### src/rtl/sap1_pkg.sv
// Shared SAP-1 types and widths for the manual programming front end.
package sap1_pkg;

  localparam int unsigned SAP1_ADDR_W = 4;
  localparam int unsigned SAP1_DATA_W = 8;

  typedef enum logic [1:0] {StIdle, StSetup, StStrobe, StHold} state_e;

  // Address pointer step; wraps naturally at the 4-bit boundary.
  function automatic logic [SAP1_ADDR_W-1:0] addr_inc(input logic [SAP1_ADDR_W-1:0] a);
    return a + {{(SAP1_ADDR_W-1){1'b0}}, 1'b1};
  endfunction

endpackage

### src/rtl/sap1_prog_loader_if.sv
// Front-panel switches in, address-mux / RAM-write signals out.
interface sap1_prog_loader_if;
  import sap1_pkg::*;

  logic                   run_sw;
  logic                   write_btn;
  logic                   auto_inc;
  logic [SAP1_ADDR_W-1:0] addr_sw;
  logic [SAP1_DATA_W-1:0] data_sw;
  logic                   mux_select;
  logic [SAP1_ADDR_W-1:0] man_addr;
  logic [SAP1_DATA_W-1:0] ram_wdata;
  logic                   ram_we;
  logic                   busy;
  logic                   run_ok;

  modport master (
    output run_sw, write_btn, auto_inc, addr_sw, data_sw,
    input  mux_select, man_addr, ram_wdata, ram_we, busy, run_ok
  );

  modport slave (
    input  run_sw, write_btn, auto_inc, addr_sw, data_sw,
    output mux_select, man_addr, ram_wdata, ram_we, busy, run_ok
  );

endinterface

### src/rtl/sap1_debounce.sv
// Two-flop synchroniser, stability counter and one-cycle pulse on an accepted 0->1 change.
module sap1_debounce #(
  parameter int unsigned DEB_CYCLES = 16
) (
  input  logic clk,
  input  logic clr_n,
  input  logic raw,
  output logic rise
);

  localparam int unsigned CntW = (DEB_CYCLES > 1) ? $clog2(DEB_CYCLES) : 1;

  logic            sync1_q, sync2_q, level_q;
  logic [CntW-1:0] cnt_q;

  always_ff @(posedge clk or negedge clr_n) begin
    if (!clr_n) begin
      sync1_q <= 1'b0;
      sync2_q <= 1'b0;
      level_q <= 1'b0;
      cnt_q   <= '0;
      rise    <= 1'b0;
    end else begin
      sync1_q <= raw;
      sync2_q <= sync1_q;
      rise    <= 1'b0;
      // Any glitch back to the accepted level restarts the stability window.
      if (sync2_q == level_q) begin
        cnt_q <= '0;
      end else if (cnt_q == CntW'(DEB_CYCLES - 1)) begin
        level_q <= sync2_q;
        cnt_q   <= '0;
        rise    <= sync2_q;
      end else begin
        cnt_q <= cnt_q + CntW'(1);
      end
    end
  end

endmodule

### src/rtl/sap1_prog_loader.sv
// Manual RAM programming front end: debounced WRITE, setup/strobe/hold write cycle,
// and hand-over of the 74157 address mux to the bus side in run mode.
module sap1_prog_loader
  import sap1_pkg::*;
#(
  parameter int unsigned DEB_CYCLES = 16,
  parameter int unsigned SETUP_CYC  = 2,
  parameter int unsigned WE_CYC     = 2
) (
  input logic               clk,
  input logic               clr_n,
  sap1_prog_loader_if.slave bus
);

  localparam int unsigned TmrMax = (SETUP_CYC > WE_CYC) ? SETUP_CYC : WE_CYC;
  localparam int unsigned TmrW   = (TmrMax > 1) ? $clog2(TmrMax) : 1;

  state_e                 state_q;
  logic [TmrW-1:0]        tmr_q;
  logic [SAP1_ADDR_W-1:0] ptr_q, man_addr_q;
  logic [SAP1_DATA_W-1:0] wdata_q;
  logic                   inc_q, we_q, busy_q, sel_q;
  logic                   run_s1_q, run_s;
  logic                   wr_req;

  always_ff @(posedge clk or negedge clr_n) begin
    if (!clr_n) begin
      run_s1_q <= 1'b0;
      run_s    <= 1'b0;
    end else begin
      run_s1_q <= bus.run_sw;
      run_s    <= run_s1_q;
    end
  end

  sap1_debounce #(
    .DEB_CYCLES(DEB_CYCLES)
  ) u_deb (
    .clk  (clk),
    .clr_n(clr_n),
    .raw  (bus.write_btn),
    .rise (wr_req)
  );

  always_ff @(posedge clk or negedge clr_n) begin
    if (!clr_n) begin
      state_q    <= StIdle;
      tmr_q      <= '0;
      ptr_q      <= '0;
      man_addr_q <= '0;
      wdata_q    <= '0;
      inc_q      <= 1'b0;
      we_q       <= 1'b0;
      busy_q     <= 1'b0;
      sel_q      <= 1'b0;
    end else begin
      unique case (state_q)
        StIdle: begin
          sel_q      <= run_s;
          man_addr_q <= bus.auto_inc ? ptr_q : bus.addr_sw;
          if (wr_req && !run_s) begin
            state_q <= StSetup;
            busy_q  <= 1'b1;
            wdata_q <= bus.data_sw;
            // auto_inc is captured here so a mid-write change cannot move the pointer.
            inc_q   <= bus.auto_inc;
            tmr_q   <= '0;
          end
        end
        StSetup: begin
          if (run_s) begin
            state_q <= StIdle;
            busy_q  <= 1'b0;
            sel_q   <= 1'b1;
          end else if (tmr_q == TmrW'(SETUP_CYC - 1)) begin
            state_q <= StStrobe;
            we_q    <= 1'b1;
            tmr_q   <= '0;
          end else begin
            tmr_q <= tmr_q + TmrW'(1);
          end
        end
        StStrobe: begin
          if (tmr_q == TmrW'(WE_CYC - 1)) begin
            state_q <= StHold;
            we_q    <= 1'b0;
            tmr_q   <= '0;
          end else begin
            tmr_q <= tmr_q + TmrW'(1);
          end
        end
        StHold: begin
          state_q <= StIdle;
          busy_q  <= 1'b0;
          // Select is loaded on the edge that enters IDLE, so it only ever rises in IDLE.
          sel_q   <= run_s;
          if (inc_q) ptr_q <= addr_inc(ptr_q);
        end
        default: state_q <= StIdle;
      endcase
    end
  end

  assign bus.mux_select = sel_q;
  assign bus.run_ok     = sel_q;
  assign bus.man_addr   = man_addr_q;
  assign bus.ram_wdata  = wdata_q;
  assign bus.ram_we     = we_q;
  assign bus.busy       = busy_q;

endmodule

### src/flat_wrapper.sv
// flat-port wrapper written by rule: the top's interface ports become plain ports
module sap1_prog_loader_flat import sap1_pkg::*;
#(
  parameter int unsigned DEB_CYCLES = 16,
  parameter int unsigned SETUP_CYC  = 2,
  parameter int unsigned WE_CYC     = 2
)
  (clk, clr_n, bus_run_sw, bus_write_btn, bus_auto_inc, bus_addr_sw, bus_data_sw, bus_mux_select, bus_man_addr, bus_ram_wdata, bus_ram_we, bus_busy, bus_run_ok);
  sap1_prog_loader_if bus_i ();
  input logic clk;
  input logic clr_n;
  input wire logic [$bits(bus_i.run_sw)-1:0] bus_run_sw;
  input wire logic [$bits(bus_i.write_btn)-1:0] bus_write_btn;
  input wire logic [$bits(bus_i.auto_inc)-1:0] bus_auto_inc;
  input wire logic [$bits(bus_i.addr_sw)-1:0] bus_addr_sw;
  input wire logic [$bits(bus_i.data_sw)-1:0] bus_data_sw;
  output wire logic [$bits(bus_i.mux_select)-1:0] bus_mux_select;
  output wire logic [$bits(bus_i.man_addr)-1:0] bus_man_addr;
  output wire logic [$bits(bus_i.ram_wdata)-1:0] bus_ram_wdata;
  output wire logic [$bits(bus_i.ram_we)-1:0] bus_ram_we;
  output wire logic [$bits(bus_i.busy)-1:0] bus_busy;
  output wire logic [$bits(bus_i.run_ok)-1:0] bus_run_ok;
  assign bus_i.run_sw = bus_run_sw;
  assign bus_i.write_btn = bus_write_btn;
  assign bus_i.auto_inc = bus_auto_inc;
  assign bus_i.addr_sw = bus_addr_sw;
  assign bus_i.data_sw = bus_data_sw;
  assign bus_mux_select = bus_i.mux_select;
  assign bus_man_addr = bus_i.man_addr;
  assign bus_ram_wdata = bus_i.ram_wdata;
  assign bus_ram_we = bus_i.ram_we;
  assign bus_busy = bus_i.busy;
  assign bus_run_ok = bus_i.run_ok;
  sap1_prog_loader #(.DEB_CYCLES(DEB_CYCLES), .SETUP_CYC(SETUP_CYC), .WE_CYC(WE_CYC)) u_core (.clk(clk), .clr_n(clr_n), .bus(bus_i));
endmodule
### config.mk
export PLATFORM = sky130hd
export DESIGN_NAME = sap1_prog_loader_flat
export DESIGN_NICKNAME = d
export VERILOG_FILES = /design/src/rtl/sap1_pkg.sv /design/src/rtl/sap1_prog_loader_if.sv /design/src/rtl/sap1_debounce.sv /design/src/rtl/sap1_prog_loader.sv /design/src/flat_wrapper.sv
export SDC_FILE = /design/constraint.sdc
export NUM_CORES = 1
export LEC_CHECK = 0
export CELL_PAD_IN_SITES_DETAIL_PLACEMENT = 1
export CELL_PAD_IN_SITES_GLOBAL_PLACEMENT = 2
export CORE_MARGIN = 2
export CORE_UTILIZATION = 31
export CTS_BUF_LIST = sky130_fd_sc_hd__clkbuf_8
export DETAILED_ROUTE_END_ITERATION = 10
export GPL_TIMING_DRIVEN = 0
export PLACE_DENSITY_LB_ADDON = 0.08
export SYNTH_ARGS = -nofsm -noshare
export SYNTH_HDL_FRONTEND = slang
export SYNTH_HIERARCHICAL = 1
export SYNTH_SLANG_ARGS = --single-unit
### constraint.sdc
create_clock -name clk -period 1.5 [get_ports clk]
set_clock_uncertainty 0.1 [all_clocks]
set_input_delay 0.375 -clock clk [delete_from_list [all_inputs] [get_ports clk]]
set_output_delay 0.375 -clock clk [all_outputs]
set_load 0.05 [all_outputs]
==> impl_metrics.py, run 1 <==
metrics = {
    "global_route": {
        "grt_pass1_vias": 1119,
        "antenna_found_initial": 0,
        "grt_max_degree": 34,
        "grt_usage_pct": 13.3,
        "grt-ovfl-total": 0,
        "grt_pass1_wl_um": 5390,
    },
    "synthesis": {
        "syn_inst": 117,
        "ys_types": 35,
        "synth_top_area_share_pct": 54.9,
        "yosysTopAreaCell": "dfrtp_1",
        "ys.flop_type": "dfrtp_1",
        "synth_edf_count": 0,
        "syn_area_per_cell_um2": 12.9,
        "ys_top_cells_by_area": "dfrtp_1 55%, ha_1 7.5%, mux2_2 7.5%, mux2i_1 4.0%, a21oi_1 2.7%",
        "ys_ff_latch": 33,
        "syn_area_mm2": 0.00150,
        "ys_seq_area_share_pct": 54.9,
        "synth_warnings": 6,
        "synthArstFlopShare_pct": 100,
        "syn_nets": 143,
    },
    "clock_tree": {
        "hold_buffers": 0,
        "clk_pin_slew_ps": 70,
        "cts_buffer_depth": 2,
        "cts-htree-levels": 2,
        "numCtsBuffers": 5,
        "clock_latency_ps": 280,
        "cts-root-buf": "clkbuf_8",
        "cts_sinks": 33,
        "cts_tree": "done",
    },
    "floorplanning": {
        "pin_count": 33,
        "die_area_mm2": 0.00542,
        "start_util_pct": 32.1,
        "die_w_um": 73.7,
        "core_area_mm2": 0.00469,
        "row_count": 25,
        "fp.dieH_um": 73.7,
    },
    "place": {
        "postPlaceCellArea_mm2": 0.00189,
        "gp_congestion": 0.819,
        "hpwl_um": 2180,
        "place_ws_ps": -216,
        "io_buffers": 31,
    },
    "routing": {
        "wl_um": 3180,
        "via_count": 1034,
        "first_pass_iters": 4,
        "ant_nets": 0,
        "drt-wirelength-per-cell_um": 14.9,
        "drc_errors": 0,
        "drt_iter0_drc": 26,
        "via_per_inst": 4.85,
    },
    "finish": {
        "area_growth_pct": 35.2,
        "drive_above_1_share_pct": 39.6,
        "antenna_cells": 0,
        "final_cell_mix": "31 x dfrtp_1, 15 x buf_2, 14 x clkdlybuf4s50_1, 10 x mux2_2, 8 x nor2_1",
        "fill_cells": 518,
        "fin_nets": 185,
        "final_common_cell": "dfrtp_1",
        "final_cell_area_mm2": 0.00203,
    },
    "outcome": {
        "status": "finished, violations left",
        "violations": "negative setup slack",
    },
    "critical_path": {
        "crit_required_ps": 1560,
        "r2r_start": "u_core/state_q[0]",
        "critPathMaxStageDelay_ps": 470,
        "worstSetupPathType": "flip-flop to flip-flop",
        "start_kind": "flip-flop",
        "rr_worst_depth": 4,
        "ff2ff_setup_slack_ps": -20,
        "r2r-end": "u_core/bus.busy",
        "critical_path_arrival_ps": 1580,
        "crit_path_end": "u_core/bus.busy",
        "crit_chain": "inv_4, ha_4, a211oi_4, mux2_4",
        "critical_path.endpoint_type": "flip-flop",
        "cp_max_fo": 6,
        "crit_slowest_cell": "dfrtp_2",
        "cp-startpoint": "u_core/state_q[0]",
    },
    "power_and_ir_drop": {
        "switchingPower_mw": 1.42,
        "p_per_area_mw_per_mm2": 1740,
        "swShare_pct": 40.2,
        "pwr-share-seq_pct": 34.8,
        "peakVddDrop_mv": 0.642,
        "power.share.clock_pct": 18.5,
        "power_frac_comb_pct": 46.7,
        "p_leak_nw": 0.914,
        "internal_power_mw": 2.11,
    },
    "flow_run": {
        "drv_cap": 0,
    },
    "sta": {
        "worst_slack_ps": -19.8,
        "drv_slew": 0,
        "slew_headroom_pct": 49.3,
        "grt_setup_unrepaired": "true",
        "finalCriticalPeriod_ps": 1520,
        "finalSetupViolCount": 1,
        "tightestPinTransition_ps": 760,
        "hold_viol": 0,
        "layout_worst_path_cycle_share_pct": 101,
        "max_freq_mhz": 658,
    },
    "min_path": {
        "min_path_type": "input pin to asynchronous set/reset pin",
    },
}
-- synth_stat cells (all sizes together) (2+ instances only) --
cell type,n
nand2,3
a21oi,8
nor2,8
nor3b,2
clkbuf,2
nor3,2
mux2i,6
a211oi,2
mux2,12
nor2b,3
nand3,3
dfrtp,33
inv,5
ha,9
o21ai,2
xnor2,4
-- stage by stage --
stage / TNS (ps) / power (mW) / hold slack (ps) / std cells / util, %
after global routing: -414 / 3.80 / 114 / 213 / 43.3
after CTS: -55.4 / 3.51 / 88.1 / 214 / 43.9
after floorplan: 0 / 2.27 / -20.6 / 117 / -
after global placement: -27880 / 2.69 / 235 / 202 / 40.5
final: -19.8 / 3.53 / 61.8 / 213 / 43.3
after detailed placement: -2680 / 2.71 / 236 / 202 / 40.3
-- repair_timing --
action                                  in CTS  in global routing
gates resized for setup                     62                 36
endpoints found under the setup margin      28                 32
buffers inserted                             5                  0
pin swaps                                    2                  2
-- routing by layer --
metal | wire [µm] | GRT usage (%) | share of wire, %
met5 | 0 | 0 | 0
met4 | 28 | 4.24 | 0.88
met3 | 182 | 5.08 | 5.7
met2 | 1570 | 20.7 | 50
met1 | 1390 | 17.0 | 44
-- kinds of logic after synthesis --
group                      synth area share [%]
muxes                                      13.5
and+or+nand+nor                            8.74
adders and majority gates                  7.49
AOI/OAI and AO/OA                          10.2
xor gates and xnor gates                   2.91
DFF                                        54.9
buffers and inverters                      2.25
-- critical path, delay by kind of cell, from the launching register on --
| family | cells | cell delay, ps |
|---|---|---|
| DFF | 1 | 470 |
| muxes | 1 | 310 |
| adders and majority gates | 1 | 210 |
| buffers and inverters | 1 | 90 |
| AOI/OAI and AO/OA | 1 | 220 |
-- sequential cells by signal (all words and copies together) (netlist names), 4 cells and up, named ones only --
signal and flops:
u_core/u_deb/cnt_q 4, u_core/bus.man_addr 4, u_core/ptr_q 4, u_core/bus.ram_wdata 8
-- how the worst min path moves through the flow --
stage	from	end	cells past startpoint
2_1_floorplan	clr_n	asynchronous set/reset pin	0
3_3_place_gp	u_core/u_deb/sync1_q	u_core/u_deb/sync2_q	0
3_5_place_dp	u_core/run_s1_q	u_core/run_s	0
4_1_cts	clr_n	asynchronous set/reset pin	1
5_1_grt	clr_n	u_core/bus.mux_select	1
6_report	clr_n	u_core/bus.mux_select	1
-- power groups by stage --
stage	Clock, mW	Combinational, mW	Sequential, mW
floorplan	0	0.716	1.55
global placement	0	1.45	1.23
detailed placement	0	1.46	1.25
CTS	0.697	1.59	1.23
global route	0.733	1.81	1.26
finish	0.653	1.65	1.23
-- area by class of cell --
cell class	count	area (µm²)	share of cell area [%]
buffer	2	11.3	0.554
clock buffer	6	82.6	4.06
clock inverter	1	3.75	0.185
inverter	5	21.3	1.05
multi-input combinational	76	739	36.4
sequential	33	828	40.7
tap	54	67.6	3.32
timing repair buffer	36	279	13.7
Note: power is estimated with default switching activity, not from simulation.
==> run 2, diff against run 1 <==
- CORE_MARGIN: 2 -> default
==> run 2 against run 1 <==
Compared with the run above: the flow still finishes with violations (negative setup slack); sequential cell count stayed put; power rose by 3.4%; sequential share of layout area is 1.4 points lower; die area is 5.4% lower; critical path type unchanged; cell area is 3.3% higher; critical path depth rose by 1; first-iteration DRC count up 3.8%; count of clock-buffer cells in the layout unchanged; via count up 4.7%; worst hold slack worse by 7.3 ps; largest cell class unchanged.
==> impl_metrics.py, run 2 (synthesized netlist as in run 1, its figures left out) <==
metrics = {
    "outcome": {
        "status": "finished, violations left",
        "violations": "negative setup slack",
    },
    "finish": {
        "finish.utilization_pct": 46.6,
        "antenna_cells": 0,
        "drive_above_1_share_pct": 40.5,
        "multi_input_area_um2": 751,
        "fin_nets": 189,
        "final_common_cell": "dfrtp_1",
        "final_cell_count_no_fill": 215,
        "fill_cells": 478,
        "regArea_um2": 827,
        "final_cell_area_mm2": 0.00210,
        "final_cell_mix": "32 x dfrtp_1, 14 x clkdlybuf4s50_1, 10 x buf_2, 10 x mux2_2, 9 x buf_4",
        "area_growth_pct": 39.7,
        "largest_reg_flops": 8,
    },
    "routing": {
        "ant_nets": 0,
        "drt_iter0_drc": 27,
        "via_per_inst": 5.04,
        "first_pass_iters": 4,
        "wl_um": 3450,
        "drc_errors": 0,
        "drt-wirelength-per-cell_um": 16.0,
        "via_count": 1083,
    },
    "floorplanning": {
        "row_count": 24,
        "pin_count": 33,
        "core_area_mm2": 0.00450,
        "die_area_mm2": 0.00513,
        "start_util_pct": 33.4,
        "die_w_um": 71.7,
        "fp.dieH_um": 71.7,
    },
    "global_route": {
        "grt_max_degree": 34,
        "grt_usage_pct": 13.9,
        "grt_pass1_wl_um": 5470,
        "grt_pass1_vias": 1193,
        "antenna_found_initial": 0,
        "grt-ovfl-total": 0,
    },
    "clock_tree": {
        "clk_pin_slew_ps": 70,
        "cts_tree": "done",
        "hold_buffers": 0,
        "clock_latency_ps": 270,
        "cts_buffer_depth": 2,
        "numCtsBuffers": 5,
        "cts-root-buf": "clkbuf_8",
        "cts_sinks": 33,
        "cts-htree-levels": 2,
    },
    "power_and_ir_drop": {
        "power_frac_comb_pct": 48.5,
        "p_leak_nw": 0.932,
        "p_per_area_mw_per_mm2": 1740,
        "switchingPower_mw": 1.48,
        "peakVddDrop_mv": 0.734,
        "swShare_pct": 40.4,
        "internal_power_mw": 2.17,
        "pwr-share-seq_pct": 33.5,
        "power.share.clock_pct": 17.9,
    },
    "min_path": {
        "min_path_type": "input pin to asynchronous set/reset pin",
    },
    "sta": {
        "worst_slack_ps": -14.8,
        "hold_ws_ps": 54.6,
        "drv_slew": 0,
        "finalCriticalPeriod_ps": 1510,
        "finalSetupViolCount": 2,
        "tightestPinTransition_ps": 733,
        "slew_headroom_pct": 51.1,
        "grt_setup_unrepaired": "true",
        "layout_worst_path_cycle_share_pct": 101,
        "max_freq_mhz": 660,
        "hold_viol": 0,
    },
    "flow_run": {
        "drv_cap": 0,
    },
    "place": {
        "hpwl_um": 2240,
        "gp_congestion": 0.846,
        "io_buffers": 31,
        "postPlaceCellArea_mm2": 0.00189,
        "place_inst": 200,
    },
    "critical_path": {
        "cp_max_fo": 5,
        "worstSetupPathType": "flip-flop to flip-flop",
        "crit_required_ps": 1560,
        "critical_path.endpoint_type": "flip-flop",
        "ff2ff_setup_slack_ps": -10,
        "critical_path_arrival_ps": 1580,
        "start_kind": "flip-flop",
    },
}
==> run 2: cell count changes in the layout (fill, tap and decap cells not counted), sizes merged <==
cell	delta
clkdlybuf4s15	+4
buf	-1
clkdlybuf4s18	+1
==> run 2: critical path, cell delays in order, from the launching register on <==
cell and delay (ps):
dfrtp_1 390, inv_2 100, ha_4 170, nor2b_4 140, a211oi_2 190, mux2_4 320
==> run 2: area by class of cell <==
type | instances | share of cell area, %
Buffer | 2 | 0.536
Sequential cell | 33 | 39.4
Inverter | 5 | 1.01
Clock inverter | 1 | 0.179
Timing Repair Buffer | 40 | 16.1
Tap cell | 52 | 3.10
Multi-Input combinational cell | 76 | 35.7
Clock buffer | 6 | 3.93
==> run 2: what timing repair did <==
action,4_1_cts,5_1_grt
buffers inserted,6,3
endpoints found under the setup margin,29,27
gates cloned,0,0
pin swaps,2,4
gates resized for setup,62,26
==> run 2: power groups by stage <==
stage               logic, mW  registers, mW  clock network, mW
finish                   1.77           1.22              0.655
global route             1.91           1.25              0.720
CTS                      1.60           1.22              0.685
detailed placement       1.47           1.24                  0
global placement         1.45           1.23                  0
floorplan               0.716           1.55                  0
==> run 2: path summary, 6_finish.rpt <==
| path | start | end | cells after the start |
|---|---|---|---|
| hold reg to reg | u_core/run_s1_q | u_core/run_s | 0 |
| min in group clk | u_core/run_s1_q | u_core/run_s | 0 |
| max in group asynchronous | clr_n | u_core/state_q[0] | 1 |
| setup reg to reg | flip-flop | u_core/bus.busy | 5 |
| setup / recovery | flip-flop | u_core/bus.busy | 5 |
| hold / removal | clr_n | u_core/bus.mux_select | 1 |
==> run 2: layer usage <==
metal	part of all wire, %	global-route usage [%]	vias to the layer above
li1	-	-	502
met1	41	16.6	549
met2	51	22.9	26
met3	6.2	5.20	6
met4	1.6	5.01	0
met5	0	0	-
==> run 2: metrics by stage <==
| stage | TNS, ps | power [mW] | setup WS, ps |
|---|---|---|---|
| final | -19.6 | 3.65 | -14.8 |
| after global routing | -307 | 3.87 | -113 |
| after CTS | -31.0 | 3.50 | -31.0 |
| after detailed placement | -2790 | 2.72 | -209 |
| after global placement | -26530 | 2.68 | -851 |
| after floorplan | 0 | 2.27 | 13.5 |
==> run 3, diff against run 2 <==
- CAP_MARGIN: default -> 15
- PLACE_DENSITY: default -> 0.77
- PLACE_DENSITY_LB_ADDON: 0.08 -> default
==> run 3 against run 2 <==
Compared with the run above: the run still ends with negative setup slack left; critical path depth decreased by 1; power is 6.7% higher; global-route usage grew 1.0 points; sequential power about the same; sequential cell count unchanged; die area is the same; utilization grew 0.25 points; maximum frequency decreased by 2.2%; cell count up 0.93%; critical path type unchanged; highest routed layer unchanged.
==> impl_metrics.py, run 3 (synthesized netlist as in run 1, its figures left out) <==
metrics = {
    "global_route": {
        "grt_usage_pct": 14.9,
        "grt_max_degree": 34,
        "grt_pass1_vias": 1185,
        "antenna_found_initial": 0,
        "grt-ovfl-total": 0,
        "grt_pass1_wl_um": 5790,
    },
    "finish": {
        "area_growth_pct": 40.4,
        "fin_nets": 190,
        "final_common_cell": "dfrtp_1",
        "largest_reg_flops": 8,
        "final_cell_mix": "31 x dfrtp_1, 16 x buf_2, 14 x clkdlybuf4s50_1, 10 x buf_4, 10 x mux2_2",
        "antenna_cells": 0,
        "final_cell_count_no_fill": 217,
        "drive_above_1_share_pct": 41.8,
        "final_cell_area_mm2": 0.00211,
    },
    "power_and_ir_drop": {
        "pwr-share-seq_pct": 31.9,
        "power_frac_comb_pct": 46.7,
        "power.share.clock_pct": 21.4,
        "swShare_pct": 40.2,
        "p_per_area_mw_per_mm2": 1840,
        "p_leak_nw": 0.945,
        "switchingPower_mw": 1.57,
        "internal_power_mw": 2.33,
        "peakVddDrop_mv": 0.489,
    },
    "place": {
        "hpwl_um": 2320,
        "gp_congestion": 0.839,
        "place_inst": 200,
        "io_buffers": 31,
        "postPlaceCellArea_mm2": 0.00189,
    },
    "routing": {
        "via_count": 1099,
        "wl_um": 3500,
        "drc_errors": 0,
        "drt_iter0_drc": 43,
        "ant_nets": 0,
        "first_pass_iters": 4,
        "drt-wirelength-per-cell_um": 16.1,
        "via_per_inst": 5.06,
    },
    "sta": {
        "max_freq_mhz": 646,
        "slew_headroom_pct": 48.8,
        "tightestPinTransition_ps": 768,
        "finalCriticalPeriod_ps": 1550,
        "hold_viol": 0,
        "worst_slack_ps": -49.0,
        "grt_setup_unrepaired": "true",
        "drv_slew": 0,
        "layout_worst_path_cycle_share_pct": 103,
        "finalSetupViolCount": 2,
    },
    "floorplanning": {
        "fp.dieH_um": 71.7,
        "core_area_mm2": 0.00450,
        "pin_count": 33,
        "row_count": 24,
        "die_w_um": 71.7,
        "start_util_pct": 33.4,
        "die_area_mm2": 0.00513,
    },
    "clock_tree": {
        "numCtsBuffers": 5,
        "cts-root-buf": "clkbuf_8",
        "cts_buffer_depth": 2,
        "cts_tree": "done",
        "cts-htree-levels": 2,
        "clock_latency_ps": 280,
        "cts_sinks": 33,
        "clk_pin_slew_ps": 70,
    },
    "flow_run": {
        "drv_cap": 0,
    },
    "critical_path": {
        "cp_max_fo": 6,
        "rr_worst_depth": 4,
        "start_kind": "flip-flop",
        "critical_path.endpoint_type": "flip-flop",
        "crit_required_ps": 1570,
        "critical_path_arrival_ps": 1620,
        "worstSetupPathType": "flip-flop to flip-flop",
    },
    "outcome": {
        "violations": "negative setup slack",
        "status": "finished, violations left",
    },
    "min_path": {
        "min_path_type": "input pin to asynchronous set/reset pin",
    },
}
## run 3: final timing paths
path	startpoint	end	slack (ps)
max reg2reg	u_core/state_q[0]	u_core/bus.busy	-50
min	clr_n	u_core/u_deb/sync1_q	60
max	u_core/state_q[0]	u_core/bus.busy	-50
min in group clk	u_core/run_s1_q	u_core/run_s	260
max in group asynchronous	clr_n	asynchronous set/reset pin	690
min reg2reg	u_core/run_s1_q	u_core/run_s	260
## run 3: what timing repair did
item	4_1_cts	5_1_grt
setup buffers	6	4
pin swaps	3	5
hold buffers	0	0
resized for setup	72	29
endpoints found under the setup margin	30	28
## run 3: final cells by class
| class | instances | area, µm² |
|---|---|---|
| fill | 480 | 2390 |
| sequential | 33 | 828 |
| multi-input combinational | 76 | 758 |
| timing repair buffer | 41 | 310 |
| clock buffer | 5 | 68.8 |
| tap | 52 | 65.1 |
| clock inverter | 3 | 46.3 |
| inverter | 5 | 23.8 |
| buffer | 2 | 11.3 |
## run 3: metal layers
metal / GRT usage [%] / share of wire (%) / vias to the layer above
met2: 25.1 / 50 / 34
li1: - / - / 509
met1: 17.9 / 42 / 545
met3: 4.50 / 4.7 / 11
met4: 5.88 / 2.4 / 0
met5: 0 / 0 / -
## run 3: worst max-delay path, cell delays in order, from the launching register on
cell	delay [ps]
dfrtp_2	470
inv_4	100
ha_4	220
a211oi_2	230
mux2_4	320
## run 3: per-stage QoR
step	power [mW]	setup TNS, ps	hold WS [ps]	util, %	worst slack (ps)
2_1_floorplan	2.27	0	-20.6	-	13.5
3_3_place_gp	2.67	-25990	235	42.1	-839
3_5_place_dp	2.74	-2870	247	42.0	-221
4_1_cts	3.74	-86.1	71.2	46.1	-86.1
5_1_grt	4.13	-273	98.7	46.9	-101
6_report	3.90	-89.3	62.3	46.9	-49.0
## run 3: power by group through the flow
stage	Combinational (mW)	Clock, mW	Sequential (mW)
floorplan	0.716	0	1.55
global placement	1.44	0	1.23
detailed placement	1.49	0	1.26
CTS	1.63	0.869	1.24
global route	1.95	0.907	1.27
finish	1.82	0.832	1.24
